[src/rtl/apb_arb_pkg.sv]
// Shared types and constants for the two-requester APB arbiter.
// Optional ACCESS timeout is enabled by defining APB_ARB_TIMEOUT_EN.
package apb_arb_pkg;

    typedef enum logic [1:0] {
        ST_IDLE,
        ST_SETUP,
        ST_ACCESS
    } state_e;

    localparam logic [1:0] SEL_NONE = 2'd0;
    localparam logic [1:0] SEL_GPIO = 2'd1;
    localparam logic [1:0] SEL_UART = 2'd2;

    localparam int TIMEOUT_DEF = 16;

    function automatic logic sel_valid(input logic [1:0] s);
        return (s == SEL_GPIO) || (s == SEL_UART);
    endfunction

endpackage

[src/rtl/apb_rr_arb2.sv]
// Two-way round-robin grant; ties go to the requester not granted last.
// Grant is forced to zero when the update strobe is low.
module apb_rr_arb2 (
    input  logic [1:0] req,
    input  logic       last,
    input  logic       upd,
    output logic [1:0] gnt
);

    always_comb begin
        gnt = 2'b00;
        if (upd) begin
            unique case (req)
                2'b01:   gnt = 2'b01;
                2'b10:   gnt = 2'b10;
                2'b11:   gnt = last ? 2'b01 : 2'b10;
                default: gnt = 2'b00;
            endcase
        end
    end

endmodule

[src/rtl/apb_arbiter.sv]
// Two-requester APB master: round-robin grant, SETUP/ACCESS sequencing.
// Define APB_ARB_TIMEOUT_EN to abort ACCESS after TIMEOUT wait cycles.
module apb_arbiter
    import apb_arb_pkg::*;
#(
    parameter int ADDR_W  = 32,
    parameter int DATA_W  = 32,
    parameter int TIMEOUT = TIMEOUT_DEF
) (
    input  logic              pclk,
    input  logic              Reset,
    input  logic              req0,
    input  logic              req1,
    input  logic [1:0]        sel0,
    input  logic [1:0]        sel1,
    input  logic              write0,
    input  logic              write1,
    input  logic [ADDR_W-1:0] addr0,
    input  logic [ADDR_W-1:0] addr1,
    input  logic [DATA_W-1:0] wdata0,
    input  logic [DATA_W-1:0] wdata1,
    output logic              done0,
    output logic              done1,
    output logic              err0,
    output logic              err1,
    output logic [DATA_W-1:0] rdata0,
    output logic [DATA_W-1:0] rdata1,
    output logic              psel1,
    output logic              psel2,
    output logic              penable,
    output logic              pwrite,
    output logic [ADDR_W-1:0] paddr,
    output logic [DATA_W-1:0] pwdata,
    input  logic              pready1,
    input  logic              pready2,
    input  logic [DATA_W-1:0] prdata1,
    input  logic [DATA_W-1:0] prdata2
);

    state_e            state_q, state_d;
    logic              last_q, last_d;
    logic              owner_q, owner_d;
    logic              psel1_q, psel1_d;
    logic              psel2_q, psel2_d;
    logic              penable_q, penable_d;
    logic              pwrite_q, pwrite_d;
    logic [ADDR_W-1:0] paddr_q, paddr_d;
    logic [DATA_W-1:0] pwdata_q, pwdata_d;
    logic              done0_q, done0_d;
    logic              done1_q, done1_d;
    logic              err0_q, err0_d;
    logic              err1_q, err1_d;
    logic [DATA_W-1:0] rdata0_q, rdata0_d;
    logic [DATA_W-1:0] rdata1_q, rdata1_d;

    logic [1:0]        elig;
    logic [1:0]        gnt;
    logic              take;
    logic [1:0]        tsel;
    logic              rdy;
    logic [DATA_W-1:0] rdat;

`ifdef APB_ARB_TIMEOUT_EN
    localparam int CNT_W = $clog2(TIMEOUT + 1);
    logic [CNT_W-1:0] cnt_q, cnt_d;
`else
    logic unused_timeout;
    assign unused_timeout = (TIMEOUT != 0);
`endif

    // A requester whose done is showing this cycle is already satisfied.
    assign elig = {req1 & ~done1_q, req0 & ~done0_q};

    apb_rr_arb2 u_arb (
        .req  (elig),
        .last (last_q),
        .upd  (state_q == ST_IDLE),
        .gnt  (gnt)
    );

    assign take = gnt[1];
    assign tsel = take ? sel1 : sel0;
    assign rdy  = psel1_q ? pready1 : pready2;
    assign rdat = psel1_q ? prdata1 : prdata2;

    always_comb begin
        state_d   = state_q;
        last_d    = last_q;
        owner_d   = owner_q;
        psel1_d   = psel1_q;
        psel2_d   = psel2_q;
        penable_d = penable_q;
        pwrite_d  = pwrite_q;
        paddr_d   = paddr_q;
        pwdata_d  = pwdata_q;
        done0_d   = 1'b0;
        done1_d   = 1'b0;
        err0_d    = 1'b0;
        err1_d    = 1'b0;
        rdata0_d  = rdata0_q;
        rdata1_d  = rdata1_q;
`ifdef APB_ARB_TIMEOUT_EN
        cnt_d     = cnt_q;
`endif
        unique case (state_q)
            ST_IDLE: begin
                if (|gnt) begin
                    last_d  = take;
                    owner_d = take;
                    if (sel_valid(tsel)) begin
                        state_d  = ST_SETUP;
                        psel1_d  = (tsel == SEL_GPIO);
                        psel2_d  = (tsel == SEL_UART);
                        pwrite_d = take ? write1 : write0;
                        paddr_d  = take ? addr1 : addr0;
                        pwdata_d = take ? wdata1 : wdata0;
                    end else begin
                        done0_d = ~take;
                        done1_d = take;
                        err0_d  = ~take;
                        err1_d  = take;
                    end
                end
            end
            ST_SETUP: begin
                state_d   = ST_ACCESS;
                penable_d = 1'b1;
`ifdef APB_ARB_TIMEOUT_EN
                cnt_d     = '0;
`endif
            end
            ST_ACCESS: begin
                if (rdy) begin
                    state_d   = ST_IDLE;
                    psel1_d   = 1'b0;
                    psel2_d   = 1'b0;
                    penable_d = 1'b0;
                    done0_d   = ~owner_q;
                    done1_d   = owner_q;
                    if (!pwrite_q) begin
                        if (owner_q) rdata1_d = rdat;
                        else         rdata0_d = rdat;
                    end
`ifdef APB_ARB_TIMEOUT_EN
                end else if (cnt_q == CNT_W'(TIMEOUT)) begin
                    state_d   = ST_IDLE;
                    psel1_d   = 1'b0;
                    psel2_d   = 1'b0;
                    penable_d = 1'b0;
                    done0_d   = ~owner_q;
                    done1_d   = owner_q;
                    err0_d    = ~owner_q;
                    err1_d    = owner_q;
                end else begin
                    cnt_d = cnt_q + 1'b1;
`endif
                end
            end
            default: state_d = ST_IDLE;
        endcase
    end

    always_ff @(posedge pclk) begin
        if (Reset) begin
            state_q   <= ST_IDLE;
            last_q    <= 1'b1;
            owner_q   <= 1'b0;
            psel1_q   <= 1'b0;
            psel2_q   <= 1'b0;
            penable_q <= 1'b0;
            pwrite_q  <= 1'b0;
            paddr_q   <= '0;
            pwdata_q  <= '0;
            done0_q   <= 1'b0;
            done1_q   <= 1'b0;
            err0_q    <= 1'b0;
            err1_q    <= 1'b0;
            rdata0_q  <= '0;
            rdata1_q  <= '0;
`ifdef APB_ARB_TIMEOUT_EN
            cnt_q     <= '0;
`endif
        end else begin
            state_q   <= state_d;
            last_q    <= last_d;
            owner_q   <= owner_d;
            psel1_q   <= psel1_d;
            psel2_q   <= psel2_d;
            penable_q <= penable_d;
            pwrite_q  <= pwrite_d;
            paddr_q   <= paddr_d;
            pwdata_q  <= pwdata_d;
            done0_q   <= done0_d;
            done1_q   <= done1_d;
            err0_q    <= err0_d;
            err1_q    <= err1_d;
            rdata0_q  <= rdata0_d;
            rdata1_q  <= rdata1_d;
`ifdef APB_ARB_TIMEOUT_EN
            cnt_q     <= cnt_d;
`endif
        end
    end

    assign done0   = done0_q;
    assign done1   = done1_q;
    assign err0    = err0_q;
    assign err1    = err1_q;
    assign rdata0  = rdata0_q;
    assign rdata1  = rdata1_q;
    assign psel1   = psel1_q;
    assign psel2   = psel2_q;
    assign penable = penable_q;
    assign pwrite  = pwrite_q;
    assign paddr   = paddr_q;
    assign pwdata  = pwdata_q;

endmodule

[config.mk]
export PLATFORM = sky130hd
export DESIGN_NAME = apb_arbiter
export DESIGN_NICKNAME = d
export VERILOG_FILES = /design/src/rtl/apb_arb_pkg.sv /design/src/rtl/apb_rr_arb2.sv /design/src/rtl/apb_arbiter.sv
export SDC_FILE = /design/constraint.sdc
export NUM_CORES = 1
export LEC_CHECK = 0
export BUFFER_PORTS_ARGS = -buffer_cell sky130_fd_sc_hd__clkbuf_2
export CORE_AREA = 2 2 131 133
export CTS_BUF_LIST = sky130_fd_sc_hd__clkbuf_8
export DETAILED_ROUTE_END_ITERATION = 7
export DIE_AREA = 0 0 133 135
export PLACE_DENSITY = 0.66
export SLEW_MARGIN = 20
export SYNTH_ARGS = -nofsm -noshare
export SYNTH_HDL_FRONTEND = slang
export SYNTH_SLANG_ARGS = --single-unit
[constraint.sdc]
create_clock -name pclk -period 3.9 [get_ports pclk]
set_input_delay 0.585 -clock pclk [delete_from_list [all_inputs] [get_ports pclk]]
set_output_delay 0.585 -clock pclk [all_outputs]
set_load 0.01 [all_outputs]
# Word level (Yosys, flattened, before mapping)
# Index checks and enable logic that the tools add are counted.
# word_totals
reg_bits	140
latchBits	0
mem_bits_rw	0
mem_bits_ro	0
input_bits	204
out_inout_bits	136
elab_cells	75
memories	0
# op_classes
n_addsub	0
multipliers	0
div	0
n_lt_le_gt_ge	0
n_eq_ne	10
shifts	0
n_mux	29
n_bitwise	8
reduce_logical	13
# ops
cell	n
32-bit 2-to-1 mux	3
1-bit 2-to-1 mux	13
2-bit 2-to-1 mux	6
2-bit one-hot mux with 3 select lines	2
4-bit AND reduction	3
1-bit one-hot mux with 2 select lines	5
2-bit equality test (second input constant)	4
2-bit by 1-bit equality test with 1-bit output (second input constant)	3
2-bit inequality test (second input constant)	3
1-bit inverter	6
3-bit AND reduction	2
2-bit AND reduction	2
2-bit nonzero test	2
2-bit OR reduction	2
1-bit AND	2
2-bit logical NOT	1
1-bit logical OR	1

# Longest topological paths before layout
# depth
ltp_word	11
depth_mapped	11
depth_no_buf	8

# Hierarchy
# From an unflattened synthesis, not the netlist that was laid out.
# unflattened
hier_cells	639
hier_area_um2	6447.4
# modules_own_cells
module	n_inst	cells_per_inst	area_per_inst_um2	seq_area_each_um2
apb_arbiter	1	634	6426.2	2802.7
apb_rr_arb2	1	5	21.3	0.0

# Worst setup path before layout
# OpenSTA, ideal clock, no wires.
# synth_path
path_type	input-to-reg
start	in req0
end	reg paddr_q[0], in the netlist paddr[0]
setup_time_ps	91
arrival_ps	2780
required_time_ps	3809
path_slack_ps	1029
stages	10
n_path_buf	2
path_cell_list	nor2b_1 > a211oi_2 > clkbuf_1 > mux2i_1 > inv_1 > ha_1 > a211oi_4 > clkbuf_1 > nor2_1 > a311oi_1
# synth_between
elab_chain_cells	8
word_cells_on_any_way	13
cone_classes	eq/ne: 5; mux: 4; bitwise: 1; reduce/logical: 3
# synth_rtl
item	line	text
from (decl)	apb_arbiter.sv:12	input logic req0,
1-bit AND (*)	apb_arbiter.sv:72	assign elig = {req1 & ~done1_q, req0 & ~done0_q};
2-bit equality test or 2-bit by 1-bit equality test with 1-bit output (tied branches)	apb_rr_arb2.sv:13	unique case (req)
2-bit one-hot mux with 3 select lines (*)	apb_rr_arb2.sv:13	
2-bit 2-to-1 mux (*)	apb_rr_arb2.sv:12	if (upd) begin
2-bit 2-to-1 mux	apb_arbiter.sv:82	assign tsel = take ? sel1 : sel0;
2-bit by 1-bit equality test with 1-bit output or 2-bit equality test (tied branches)	apb_arb_pkg.sv:18	return (s == SEL_GPIO) || (s == SEL_UART);
1-bit logical OR	apb_arb_pkg.sv:18	
3-bit AND reduction (no line)	--	
to (signal assigned)	apb_arbiter.sv:191	paddr_q <= paddr_d;
to (decl)	apb_arbiter.sv:47	logic [ADDR_W-1:0] paddr_q, paddr_d;
# Every way passes the cells marked *; elsewhere a longest branch is shown, timed or not.
# A chain may end at the register's enable or synchronous reset.

# Final worst setup path
# layout_path
start	reg state_q[0]
end	reg pwdata_q[26], in the netlist pwdata[26]
# layout_between
elab_chain_cells	6
word_cells_on_any_way	9
cone_classes	eq/ne: 2; mux: 3; reduce/logical: 4
# layout_rtl
item	line	text
from (decl)	apb_arbiter.sv:40	state_e state_q, state_d;
from (signal assigned)	apb_arbiter.sv:184	state_q <= state_d;
2-bit logical NOT (*)	apb_arbiter.sv:77, apb_arbiter.sv:105	
2-bit 2-to-1 mux	apb_rr_arb2.sv:12	
2-bit 2-to-1 mux	apb_arbiter.sv:82	
2-bit by 1-bit equality test with 1-bit output or 2-bit equality test (tied branches)	apb_arb_pkg.sv:18	
1-bit logical OR	apb_arb_pkg.sv:18	
3-bit AND reduction (no line)	--	
to (signal assigned)	apb_arbiter.sv:192	pwdata_q <= pwdata_d;
to (decl)	apb_arbiter.sv:48	logic [DATA_W-1:0] pwdata_q, pwdata_d;
# Marked as above.

==> results.json <==
{
  "post-dp-hpwl_um": 13000,
  "path_cells": "or2_4 > a211oi_4 > mux2i_1 > inv_1 > ha_1 > a211oi_4 > buf_12 > nor2_1 > a311oi_1",
  "yosysTopAreaCell": "dfxtp_1",
  "hold_viol_final": 0,
  "yosysSeqAreaShare_pct": 48.6,
  "worstSetupPathType": "reg2reg",
  "gr-total-overflow": 0,
  "synth_compound_area_share_pct": 19.9,
  "finalSetupTns_ns": 0,
  "rsz0062_at_grt": "no",
  "synth_fa_ha_area_share_pct": 0.434,
  "die_y_um": 135,
  "ioPinCount": 340,
  "cts_tree": "built",
  "ant_nets": 0,
  "layout.cells.non_filler": 1208,
  "slew_violations": 0,
  "die_area_um2": 18000,
  "avgSynthCellArea_um2": 8.66,
  "post-cts-setup-buffers": 0,
  "nets": 1181,
  "core_um2": 16400,
  "grt_max_degree": 73,
  "setup-violations-final": 0,
  "period_needed_ns": 2.95,
  "dr.pass1.iters": 7,
  "ys_warn_count": 0,
  "syn-num-nets": 872,
  "yosysTopAreaCellShare_pct": 48.6,
  "slowest_delay_ns": 0.55,
  "end_kind": "flop",
  "yosys.area_share.simple_pct": 19.4,
  "synth_top_family_by_area": "compound AO/OA/AOI/OAI gates",
  "cts-resized-gates": 0,
  "synthArstFlopShare_pct": 0,
  "clkLatencyLatePin_ns": 0.43,
  "grtUsageTotal_pct": 19.3,
  "dp_cells": 1176,
  "syn2layout_area_growth_pct": 39.9,
  "drt-vias-per-instance": 4.82,
  "rows": 47,
  "ir_worst_vdd_mv": 0.362,
  "drt_iter0_markers": 262,
  "maxCapViolCount": 0,
  "max-slew-margin-rel_pct": 46.9,
  "ys_top_cells_by_area": "dfxtp_1, a311oi_1, a211oi_1, nor2_1, nand2_1",
  "grt_pass1_wl_um": 27600,
  "via_count": 5822,
  "p_per_area_nw_per_um2": 564,
  "clock_tree.root_cell": "clkbuf_8",
  "gp_congestion": 0.826,
  "synth_flop_cell": "dfxtp_1",
  "antenna_found_initial": 0,
  "required_ns": 4.23,
  "syn-cell-area_um2": 5760,
  "synth_xor_area_share_pct": 0,
  "first_global_vias": 5399,
  "diodes": 0,
  "ctsHoldBuffers": 0,
  "ys_types": 29,
  "syn_inst": 666,
  "run_status": "completed",
  "muxShareOfSynthArea_pct": 6.66,
  "cts.path.max_buffers": 2,
  "synth_seq_cells": 140,
  "critPathArrivalTime_ns": 3.28,
  "finClkSkew_ns": 0.00998,
  "numCtsBuffers": 17,
  "routed_wirelength_um": 17700,
  "start_util_pct": 35.1,
  "clock-sinks": 140,
  "clkSlewWorstSetupHoldPaths_ns": 0.08,
  "hold_path_class": "in2reg",
  "yosysMostFrequentCell": "dfxtp_1",
  "cts_max_level": 4,
  "avgRoutedWirePerCell_um": 14.7,
  "fin_crit_sh_pct": 75.5,
  "portBuffers": 339,
  "drcViolationCount": 0,
  "synth_commonest_cells": "dfxtp_1, nor2_1, nand2_1",
  "leakagePower_nw": 3.63,
  "drive_gt1_share_pct": 39.5,
  "tightest_slew_ns": 0.797,
  "slowest_stage": "a211oi_4",
  "cpMostUsedCell": "a211oi_4",
  "critPathMaxFanout": 54,
  "fmax_mhz": 339,
  "cp-start-kind": "flop",
  "chipWidth_um": 133,
  "synth_edf_count": 0
}
metal layers:
metal	vias up	track usage (%)	part of all wire [%]
met5	-	0	0
met4	0	8.78	2.8
met3	33	5.33	6.2
met2	207	31.7	48
met1	2606	23.7	43
li1	2976	-	-
cell families after synthesis:
logic type | count (synthesis)
compound gates | 141
fa+ha+maj | 2
buf+inv | 63
flops | 140
mux | 38
simple gates | 282
layout by cell type, fill, tap and decap left out:
cell type / count
nor2_1: 134
a211oi_4: 2
dfxtp_1: 139
a211oi_1: 67
a211o_1: 1
clkbuf_8: 19
buf_4: 10
mux2i_2: 1
clkinvlp_4: 1
a311oi_1: 62
clkbuf_2: 338
clkinv_4: 2
nor4_4: 1
a41oi_1: 1
bufinv_16: 5
a21oi_1: 5
nand2_1: 130
buf_12: 3
a21bo_2: 1
nand3b_1: 2
dfxtp_2: 1
and2_1: 1
or2_4: 1
mux2i_1: 37
nor4b_2: 1
nor2b_1: 3
nor3_1: 5
a22oi_1: 1
clkinv_2: 3
ha_1: 2
a211o_2: 1
inv_1: 4
nand2b_1: 4
registers in the layout, summed over array words and instances (netlist names), 2 cells and up:
signal   count
paddr       32
pwdata      32
rdata1      32
rdata0      32
state_q      2
path summary, 6_finish.rpt:
check,slack [ns],cells after the start,startpoint,end
worst max-delay path,0.95,9,state_q[0],pwdata[26]
worst min-delay path,0.38,3,addr1[6],paddr[6]
worst max register to register,0.95,9,state_q[0],pwdata[26]
worst min register to register,0.50,2,pwdata[6],pwdata[6]
worst max-delay path: cells and delay by family, from the launching register on:
family / cells / cell delay [ns]
adder cells (fa/ha/maj): 1 / 0.37
multiplexers: 1 / 0.28
flip-flops: 1 / 0.38
AO/OA/AOI/OAI: 3 / 1.06
buffers and inverters: 2 / 0.38
AND/OR/NAND/NOR: 2 / 0.35
area by class of cell:
cell class              instances  area (um^2)
clock inverters                13          198
inverters                       2         7.51
flip-flops and latches        140         2800
multi-input cells             463         2690
well taps                     220          275
clock buffers                  19          262
repair buffers                351         1830
fillers                      1631         8340
through the flow:
step	hold WS [ns]	utilization [%]	cell area, um^2	power, W	setup slack, ns
final	0.382	49.1	8060	0.00455	0.954
after detailed placement	0.478	46.4	7600	0.00325	0.741
after global routing	0.345	49.1	8060	0.00483	0.696
after floorplan	0.481	-	5760	0.00270	1.03
after global placement	0.483	46.4	7600	0.00323	0.842
after CTS	0.348	49.1	8060	0.00461	0.927
report_power, final:
part	total, W	internal, W	switching (W)
clock	0.00134	0.000790	0.000551
combinational	0.00139	0.000571	0.000821
sequential	0.00181	0.00167	0.000138
Note: power is estimated with default switching activity, not from simulation.
